--- src/rtl/cpu_trace_pkg.sv ---
// Shared types and helpers for the CPU commit-trace buffer.
package cpu_trace_pkg;

    // Capture state machine encoding.
    typedef enum logic [1:0] {
        IDLE    = 2'd0,
        CAPTURE = 2'd1,
        DONE    = 2'd2
    } trc_state_e;

    // Each entry packs {pc, instr, next_pc}.
    localparam int FIELDS = 3;

    function automatic int entry_w(input int data_w);
        return FIELDS * data_w;
    endfunction

    // Ceiling log2, used for pointer and counter widths.
    function automatic int clog2(input int value);
        int r;
        r = 0;
        for (int v = value - 1; v > 0; v = v >> 1) begin
            r = r + 1;
        end
        return r;
    endfunction

endpackage

--- src/rtl/trace_fifo_mem.sv ---
// Trace entry storage: one synchronous write port, one asynchronous read port.
module trace_fifo_mem import cpu_trace_pkg::*; #(
    parameter int DEPTH = 16,
    parameter int WIDTH = 96
) (
    input  logic                    clk_i,
    input  logic                    we_i,
    input  logic [clog2(DEPTH)-1:0] waddr_i,
    input  logic [WIDTH-1:0]        wdata_i,
    input  logic [clog2(DEPTH)-1:0] raddr_i,
    output logic [WIDTH-1:0]        rdata_o
);

    logic [WIDTH-1:0] mem_q [DEPTH];

    // Storage is intentionally not reset; validity is tracked by the owner.
    always_ff @(posedge clk_i) begin
        if (we_i) begin
            mem_q[waddr_i] <= wdata_i;
        end
    end

    assign rdata_o = mem_q[raddr_i];

endmodule

--- src/rtl/cpu_trace_buffer.sv ---
// Trigger-armed, cycle-limited commit-trace capture with a valid/ready drain port.
module cpu_trace_buffer import cpu_trace_pkg::*; #(
    parameter int DATA_W      = 32,
    parameter int DEPTH       = 16,
    parameter int CYCLE_LIMIT = 560,
    parameter int WRAP_MODE   = 0
) (
    input  logic                    clk_i,
    input  logic                    rst_i,
    input  logic                    clear_i,
    input  logic                    trc_valid_i,
    input  logic [DATA_W-1:0]       pc_i,
    input  logic [DATA_W-1:0]       instr_i,
    input  logic [DATA_W-1:0]       next_pc_i,
    input  logic                    trig_en_i,
    input  logic [DATA_W-1:0]       trig_pc_i,
    input  logic                    rd_ready_i,
    output logic                    rd_valid_o,
    output logic [3*DATA_W-1:0]     rd_data_o,
    output logic [clog2(DEPTH):0]   count_o,
    output logic                    full_o,
    output logic                    overflow_o,
    output logic [31:0]             cycle_cnt_o,
    output logic                    done_o
);

    localparam int AW      = clog2(DEPTH);
    localparam int CW      = AW + 1;
    localparam int ENTRY_W = entry_w(DATA_W);

    localparam logic [CW-1:0] DEPTH_C  = CW'(DEPTH);
    localparam logic [31:0]   LIMIT_M1 = (CYCLE_LIMIT == 0) ? 32'd0 : 32'(CYCLE_LIMIT - 1);
    localparam logic          LIMITED  = (CYCLE_LIMIT != 0);
    localparam logic          WRAP     = (WRAP_MODE != 0);

    trc_state_e      state_q, state_d;
    logic [AW-1:0]   wr_ptr_q, wr_ptr_d;
    logic [AW-1:0]   rd_ptr_q, rd_ptr_d;
    logic [CW-1:0]   count_q, count_d;
    logic            overflow_q, overflow_d;
    logic [31:0]     cycle_cnt_q, cycle_cnt_d;

    logic            start;
    logic            push_req;
    logic            pop;
    logic            full;
    logic            wr_en;

    assign full     = (count_q == DEPTH_C);
    assign pop      = (count_q != '0) && rd_ready_i;
    assign start    = (state_q == IDLE) && trc_valid_i && (!trig_en_i || (pc_i == trig_pc_i));
    assign push_req = trc_valid_i && ((state_q == CAPTURE) || start);
    // A full buffer only takes the write if a slot frees this cycle or we overwrite.
    assign wr_en    = !clear_i && push_req && (!full || pop || WRAP);

    // Next-state logic for FSM, pointers, occupancy and sticky flags.
    always_comb begin
        state_d     = state_q;
        wr_ptr_d    = wr_ptr_q;
        rd_ptr_d    = rd_ptr_q;
        count_d     = count_q;
        overflow_d  = overflow_q;
        cycle_cnt_d = cycle_cnt_q;

        if (clear_i) begin
            state_d     = IDLE;
            wr_ptr_d    = '0;
            rd_ptr_d    = '0;
            count_d     = '0;
            overflow_d  = 1'b0;
            cycle_cnt_d = '0;
        end else begin
            if (push_req && full && !pop) begin
                // Full with no drain: either drop the newcomer or evict the oldest.
                overflow_d = 1'b1;
                if (WRAP) begin
                    wr_ptr_d = wr_ptr_q + AW'(1);
                    rd_ptr_d = rd_ptr_q + AW'(1);
                end
            end else begin
                if (push_req) begin
                    wr_ptr_d = wr_ptr_q + AW'(1);
                end
                if (pop) begin
                    rd_ptr_d = rd_ptr_q + AW'(1);
                end
                if (push_req && !pop) begin
                    count_d = count_q + CW'(1);
                end else if (pop && !push_req) begin
                    count_d = count_q - CW'(1);
                end
            end

            if (push_req && (cycle_cnt_q != '1)) begin
                cycle_cnt_d = cycle_cnt_q + 32'd1;
            end

            if (start) begin
                state_d = CAPTURE;
            end
            if (push_req && LIMITED && (cycle_cnt_q == LIMIT_M1)) begin
                state_d = DONE;
            end
        end
    end

    // State, pointer and counter registers with asynchronous active-low reset.
    always_ff @(posedge clk_i or negedge rst_i) begin
        if (!rst_i) begin
            state_q     <= IDLE;
            wr_ptr_q    <= '0;
            rd_ptr_q    <= '0;
            count_q     <= '0;
            overflow_q  <= 1'b0;
            cycle_cnt_q <= '0;
        end else begin
            state_q     <= state_d;
            wr_ptr_q    <= wr_ptr_d;
            rd_ptr_q    <= rd_ptr_d;
            count_q     <= count_d;
            overflow_q  <= overflow_d;
            cycle_cnt_q <= cycle_cnt_d;
        end
    end

    trace_fifo_mem #(
        .DEPTH (DEPTH),
        .WIDTH (ENTRY_W)
    ) u_mem (
        .clk_i   (clk_i),
        .we_i    (wr_en),
        .waddr_i (wr_ptr_q),
        .wdata_i ({pc_i, instr_i, next_pc_i}),
        .raddr_i (rd_ptr_q),
        .rdata_o (rd_data_o)
    );

    assign rd_valid_o  = (count_q != '0);
    assign count_o     = count_q;
    assign full_o      = full;
    assign overflow_o  = overflow_q;
    assign cycle_cnt_o = cycle_cnt_q;
    assign done_o      = (state_q == DONE);

endmodule

--- config.mk ---
export PLATFORM = sky130hd
export DESIGN_NAME = cpu_trace_buffer
export DESIGN_NICKNAME = d
export VERILOG_FILES = /design/src/rtl/cpu_trace_pkg.sv /design/src/rtl/trace_fifo_mem.sv /design/src/rtl/cpu_trace_buffer.sv
export SDC_FILE = /design/constraint.sdc
export NUM_CORES = 1
export LEC_CHECK = 0
export CAP_MARGIN = 40
export CORE_ASPECT_RATIO = 1.25
export CORE_MARGIN = 2
export CORE_UTILIZATION = 50
export DETAILED_ROUTE_END_ITERATION = 6
export PLACE_DENSITY_LB_ADDON = 0.12
export SYNTH_ARGS = -nofsm -noshare
export SYNTH_HDL_FRONTEND = slang
export SYNTH_SLANG_ARGS = --single-unit
--- constraint.sdc ---
create_clock -name clk_i -period 18.1 [get_ports clk_i]
set_input_delay 2.715 -clock clk_i [delete_from_list [all_inputs] [get_ports clk_i]]
set_output_delay 2.715 -clock clk_i [all_outputs]
set_load 0.05 [all_outputs]
==> impl_metrics.ini, run 1 <==
[outcome]
status = finished clean

[critical_path]
crit_buf_inv = 3
worstPathRequired_ps = 15390
slowest_stage = dfrtp_4
arrival_ps = 5200
crit_path_end_kind = output port
crit_path_start_kind = flop
crit_path_max_fanout = 103
crit_family = buffers and inverters
crit_type = flop to output port
crit_top_cell = mux4_2
path_cells = buf_4 > buf_12 > mux4_2 > mux4_2 > clkdlybuf4s50_1
worst_path_largest_cell_delay_ps = 910

[global_route]
grt_start_max_net_pins = 122
track_usage = 0.228
grt_pass1_vias = 30000
grt_pass1_wl_microns = 204000
grt_remaining_overflow = 0
antenna_found_initial = 10

[place]
io_buffers = 270
place.detailed.hpwl_microns = 76300
place.gp.congestion = 0.765

[synthesis]
yosys_most_used_dff = edfxtp_1
ys_top_cells_by_count = 1536 x edfxtp_1, 480 x mux4_2, 75 x clkbuf_1, 48 x dfrtp_1, 42 x buf_2
syn_inst = 2507
yosysMostFrequentCell = edfxtp_1
yosys_warnings = 0
synth-seq-cells = 1584
synth_fp_nets = 2652
synth_top_area_cell = edfxtp_1
ys_top_cells_by_area = edfxtp_1 76%, mux4_2 18%, dfrtp_1 2.0%
netlist.area_leader.share = 0.760
syn_area_sq_mm = 0.0607
ys_seq_area_frac = 0.779
synth_edf_count = 1536
synth.distinct_cells = 50
async_flop_share = 0.0303
syn_avg_cell_area_sq_um = 24.2

[pwr]
power_mw = 8.72
p_leak_nw = 21.4
p_per_area_mw_per_mm2 = 124
peakVddDrop_v = 0.0000936

[timing]
timing.hold.ws_ps = 565
slew_headroom = 0.320
min_period_ps = 7910
maxSlewViolCount = 0
max_freq_mhz = 126
setup-violations-final = 0
finClkSkew_ps = 23.5
hold_violations = 0
finalSetupTns_ps = 0
rsz0062_at_grt = false
worst_pin_slew_ps = 1020
fin_crit_sh = 0.437

[floorplan]
io_pins = 271
core_sq_mm = 0.120
die_y_microns = 394
floorplan.initialDensity = 0.506
fp-row-count = 142
die_w_microns = 316
die_area_sq_mm = 0.124

[routing]
final_antenna_net_count = 0
wirelength_microns = 139000
drt_pre_antenna_iters = 7
wl_per_cell_microns = 30.2
routed-via-count = 28100
dr.first_iter.drc_count = 2981
drc = 0
vias_per_cell = 6.12

[clock_network]
cts_root_buf = clkbuf_16
clock_latency_ps = 780
hold_buffers = 0
cts_made_buffers = 151
post_cts_buffers = 0
cts_tree = done
cts.sinks = 1584
cts_buffer_depth = 3
cts_resized = 0
htreeDepth = 4
cts.clk_slew.worst_paths_ps = 60

[layout]
drive_gt1_frac = 0.262
syn_to_final_growth_pct = 16.3
fill_cells = 8629
layout.nets = 3025

[min_path]
hold_path_class = flop to flop

[run]
drv_cap = 0
[through the flow]
stage | instances | util | area, sq um | setup WS [ps]
floorplan | 2507 | - | 60700 | 4190
global placement | 4293 | 0.545 | 65400 | 9240
detailed placement | 4311 | 0.549 | 65900 | 9740
CTS | 4587 | 0.588 | 70600 | 9970
global route | 4591 | 0.588 | 70600 | 9810
finish | 4593 | 0.588 | 70600 | 10190
[worst reg2reg max path, stage by stage, from the launching register on]
cell     delay [ps]
dfrtp_1         470
nor4_1          110
nand2_1         100
or2_2           170
nand3_1         140
buf_4           280
nor3_2          580
buf_4           520
buf_4           640
[area by class of cell]
class	instances	area (sq um)	share of cell area
Timing Repair Buffer	345	3650	0.0517
Tap cell	1584	1980	0.0281
Inverter	11	41.3	0.000585
Antenna cell	6	15.0	0.000213
Sequential cell	1584	47300	0.670
Clock inverter	75	576	0.00815
Clock buffer	201	4120	0.0583
Multi-Input combinational cell	787	12900	0.183
[metal layers]
| layer | part of all wire | vias up | GRT usage |
|---|---|---|---|
| li1 | - | 11600 | - |
| met1 | 0.40 | 15300 | 0.319 |
| met2 | 0.51 | 1046 | 0.373 |
| met3 | 0.065 | 194 | 0.0426 |
| met4 | 0.024 | 8 | 0.0646 |
| met5 | 0.00036 | - | 0 |
[power by group]
part	switching (mW)	internal, mW
logic	0.877	0.744
registers	0.0347	4.05
clock network	1.32	1.70
[flip-flops by register name, indices dropped and copies added (netlist names)]
signal	count
rd_ptr_q	4
wr_ptr_q	4
state_q	2
cycle_cnt_o	32
overflow_o	1
count_o	5
u_mem.mem_q	1536
[cell families (layout without fill, tap and decap cells)]
kind of cell / Yosys count / after routing / share of synthesized area
and+or+nand+nor: 176 / 176 / 0.0160
buffers and inverters: 136 / 632 / 0.00964
other: 0 / 6 / 0
adders and majority gates: 11 / 11 / 0.00239
DFF: 1584 / 1584 / 0.779
AOI/OAI and AO/OA: 74 / 74 / 0.00765
xor gates and xnor gates: 41 / 41 / 0.00591
muxes: 485 / 485 / 0.179
[worst paths after layout]
path	start	to	slack (ps)	depth (start not counted)
worst max-delay path	rd_ptr_q[0]	rd_data_o[8]	10190	5
worst min-delay path	overflow_o	overflow_o	570	2
worst max register to register	count_o[0]	u_mem.mem_q[11][77]	14730	8
worst min register to register	overflow_o	overflow_o	570	2
max in group asynchronous	rst_i	rd_ptr_q[1]	15530	2
min in group asynchronous	rst_i	cycle_cnt_o[13]	2050	2
[placed cells by master (no fill, tap or decap), types with 5 or more instances in the layout]
cell / n
diode_2: 6
mux4_2: 480
nand2_1: 30
xnor2_1: 37
o31ai_1: 7
or3_1: 17
dfrtp_1: 44
edfxtp_1: 1536
inv_6: 5
buf_12: 7
ha_1: 10
nor3_2: 12
or4_1: 5
buf_4: 53
clkinv_2: 22
buf_16: 15
inv_1: 11
nand3_1: 22
nor2_1: 21
bufinv_16: 7
clkbuf_16: 158
or2_2: 5
clkdlybuf4s50_1: 269
clkbuf_1: 43
a21oi_1: 27
nor3_1: 6
nor4_2: 6
o21ai_0: 19
nand4_1: 22
nor4_1: 7
clkinv_1: 36
and3_1: 5
Power figures use the tool's default switching activity.
==> inputs of run 2 (changes only) <==
==> constraint.sdc (replaced) <==
create_clock -name clk_i -period 8.1 [get_ports clk_i]
set_input_delay 1.215 -clock clk_i [delete_from_list [all_inputs] [get_ports clk_i]]
set_output_delay 1.215 -clock clk_i [all_outputs]
set_load 0.05 [all_outputs]
==> run 2 against run 1 <==
Compared with the run above:
- the flow now finishes with violations (DRC)
- die area unchanged
- register-to-register slack worse by 9500 ps
- sequential power up 120%
- wire length down 4.6%
- non-clock buffer count down 22
- clock-buffer cell count down 7
- clock power up 130%
- clock skew up 0.91 ps
- first-iteration DRC count down 22%
- via count down 2.4%
==> impl_metrics.ini, run 2 (synthesis gave the netlist of run 1 again) <==
[outcome]
status = complete, but fails checks
violations = DRC

[timing]
hold_violations = 0
setup-violations-final = 0
worst_pin_slew_ps = 1050
rsz0062_at_grt = false
fin_crit_sh = 0.705
timing.hold.ws_ps = 540
max_freq_mhz = 175
maxSlewViolCount = 0
finClkSkew_ps = 24.5
min_period_ps = 5710
slew_headroom = 0.302

[floorplan]
floorplan.initialDensity = 0.506
die_area_sq_mm = 0.124
core_sq_mm = 0.120
fp-row-count = 142
die_y_microns = 394
die_w_microns = 316
io_pins = 271

[layout]
final_cell_mix = 1536 x edfxtp_1, 480 x mux4_2, 269 x clkdlybuf4s50_1, 161 x clkbuf_16, 44 x dfrtp_1
final_common_cell = edfxtp_1
largest_reg_flops = 1536
drive_gt1_frac = 0.260
syn_to_final_growth_pct = 16.4
multi_input_area_sq_mm = 0.0129
seq_area_sq_mm = 0.0473
fill_cells = 8536
layout.nets = 3006
top_register = u_mem.mem_q

[clock_network]
cts_buffer_depth = 3
cts_tree = done
htreeDepth = 4
cts_made_buffers = 154
cts_resized = 0
clock_latency_ps = 770
cts_root_buf = clkbuf_16
cts.clk_slew.worst_paths_ps = 60
cts.sinks = 1584
hold_buffers = 0
post_cts_buffers = 0

[critical_path]
crit_path_end_kind = output port
arrival_ps = 4500
slowest_stage = dfrtp_4
r2r-start = count_o[0]
worst_path_largest_cell_delay_ps = 930
crit_path_start_kind = flop
crit_type = flop to output port
worstPathRequired_ps = 6880
path_cells = buf_12 > mux4_2 > mux4_2 > clkdlybuf4s50_1
crit_top_cell = mux4_2
crit_path_max_fanout = 108
ff2ff_setup_slack_ps = 5250
crit_family = buffers and inverters
r2r-end = count_o[4]
crit_buf_inv = 2
r2r_cells = 10
cp.depth = 4

[place]
io_buffers = 270
place.gp.congestion = 0.767
place.detailed.hpwl_microns = 70000

[pwr]
p_per_area_mw_per_mm2 = 278
switchingPower_mw = 4.92
clkPwrFrac = 0.354
comb_power_share = 0.180
power_mw = 19.6
pwr-share-seq = 0.466
p_int_mw = 14.7
peakVddDrop_v = 0.000217
p_leak_nw = 21.4
netSwitchingFraction = 0.251

[global_route]
track_usage = 0.217
grt_start_max_net_pins = 130
grt_remaining_overflow = 0
grt_pass1_wl_microns = 196000
grt_pass1_vias = 29300
antenna_found_initial = 6

[routing]
vias_per_cell = 6.01
dr.first_iter.drc_count = 2329
routed-via-count = 27500
wirelength_microns = 132000
drc = 2
final_antenna_net_count = 0
drt_pre_antenna_iters = 7
wl_per_cell_microns = 29.0

[run]
drv_cap = 0

[min_path]
min_to = overflow_o
hold_depth = 2
hp-start = overflow_o
hold_path_class = flop to flop
## run 2: changes by cell type in the layout (fill, tap and decap cells not counted), sizes merged
cell / previous run / this run
buf: 76 / 54
clkinvlp: 1 / 4
clkbuf: 201 / 194
bufinv: 7 / 12
inv: 17 / 21
clkinv: 61 / 55
diode: 6 / 2
## run 2: worst max path at each step
stage,end,slack (ps),start
finish,rd_data_o[57],2390,rd_ptr_q[0]
global route,rd_data_o[50],2080,rd_ptr_q[0]
CTS,rd_data_o[80],2220,rd_ptr_q[0]
detailed placement,u_mem.mem_q[14][23],2270,pc_i[21]
global placement,u_mem.mem_q[14][31],2420,pc_i[21]
floorplan,u_mem.mem_q[8][0],-1750,trig_pc_i[11]
## run 2: cell type report
type	count	share of cell area
multi-input cells	787	0.183
flip-flops and latches	1584	0.670
clock buffers	194	0.0588
well taps	1584	0.0281
diodes	2	0.0000708
clock inverters	81	0.0104
inverters	11	0.000584
repair buffers	323	0.0491
## run 2: worst register-to-register path, cell delays in order, from the launching register on
cell and delay [ps]:
dfrtp_1 460, nor4_1 370, nand2b_1 160, nand2_1 190, nand2_1 190, fa_1 460
a21o_1 210, a21oi_1 190, o21ai_0 150, a22o_1 210, o221ai_1 180
## run 2: power groups by stage
stage | Combinational (mW) | Sequential [mW] | Clock, mW
global route | 3.75 | 9.15 | 7.42
detailed placement | 3.60 | 9.32 | 0
floorplan | 2.56 | 9.29 | 0
finish | 3.54 | 9.14 | 6.95
global placement | 3.57 | 9.31 | 0
CTS | 3.62 | 9.15 | 7.11
## run 2: per-stage QoR
stage	std cells	instance area (sq um)	setup WS, ps	TNS [ps]	util
2_1_floorplan	2507	60700	-1750	-1975130	-
3_3_place_gp	4288	65700	2420	0	0.547
3_5_place_dp	4289	65800	2270	0	0.547
4_1_cts	4564	70600	2220	0	0.588
5_1_grt	4564	70600	2080	0	0.588
6_report	4566	70600	2390	0	0.588
## run 2: metal layers
metal,wire (microns),track usage,share of wire
met2,68400,0.361,0.52
met1,54200,0.297,0.41
met5,35,0,0.00026
met4,2550,0.0569,0.019
met3,7120,0.0427,0.054
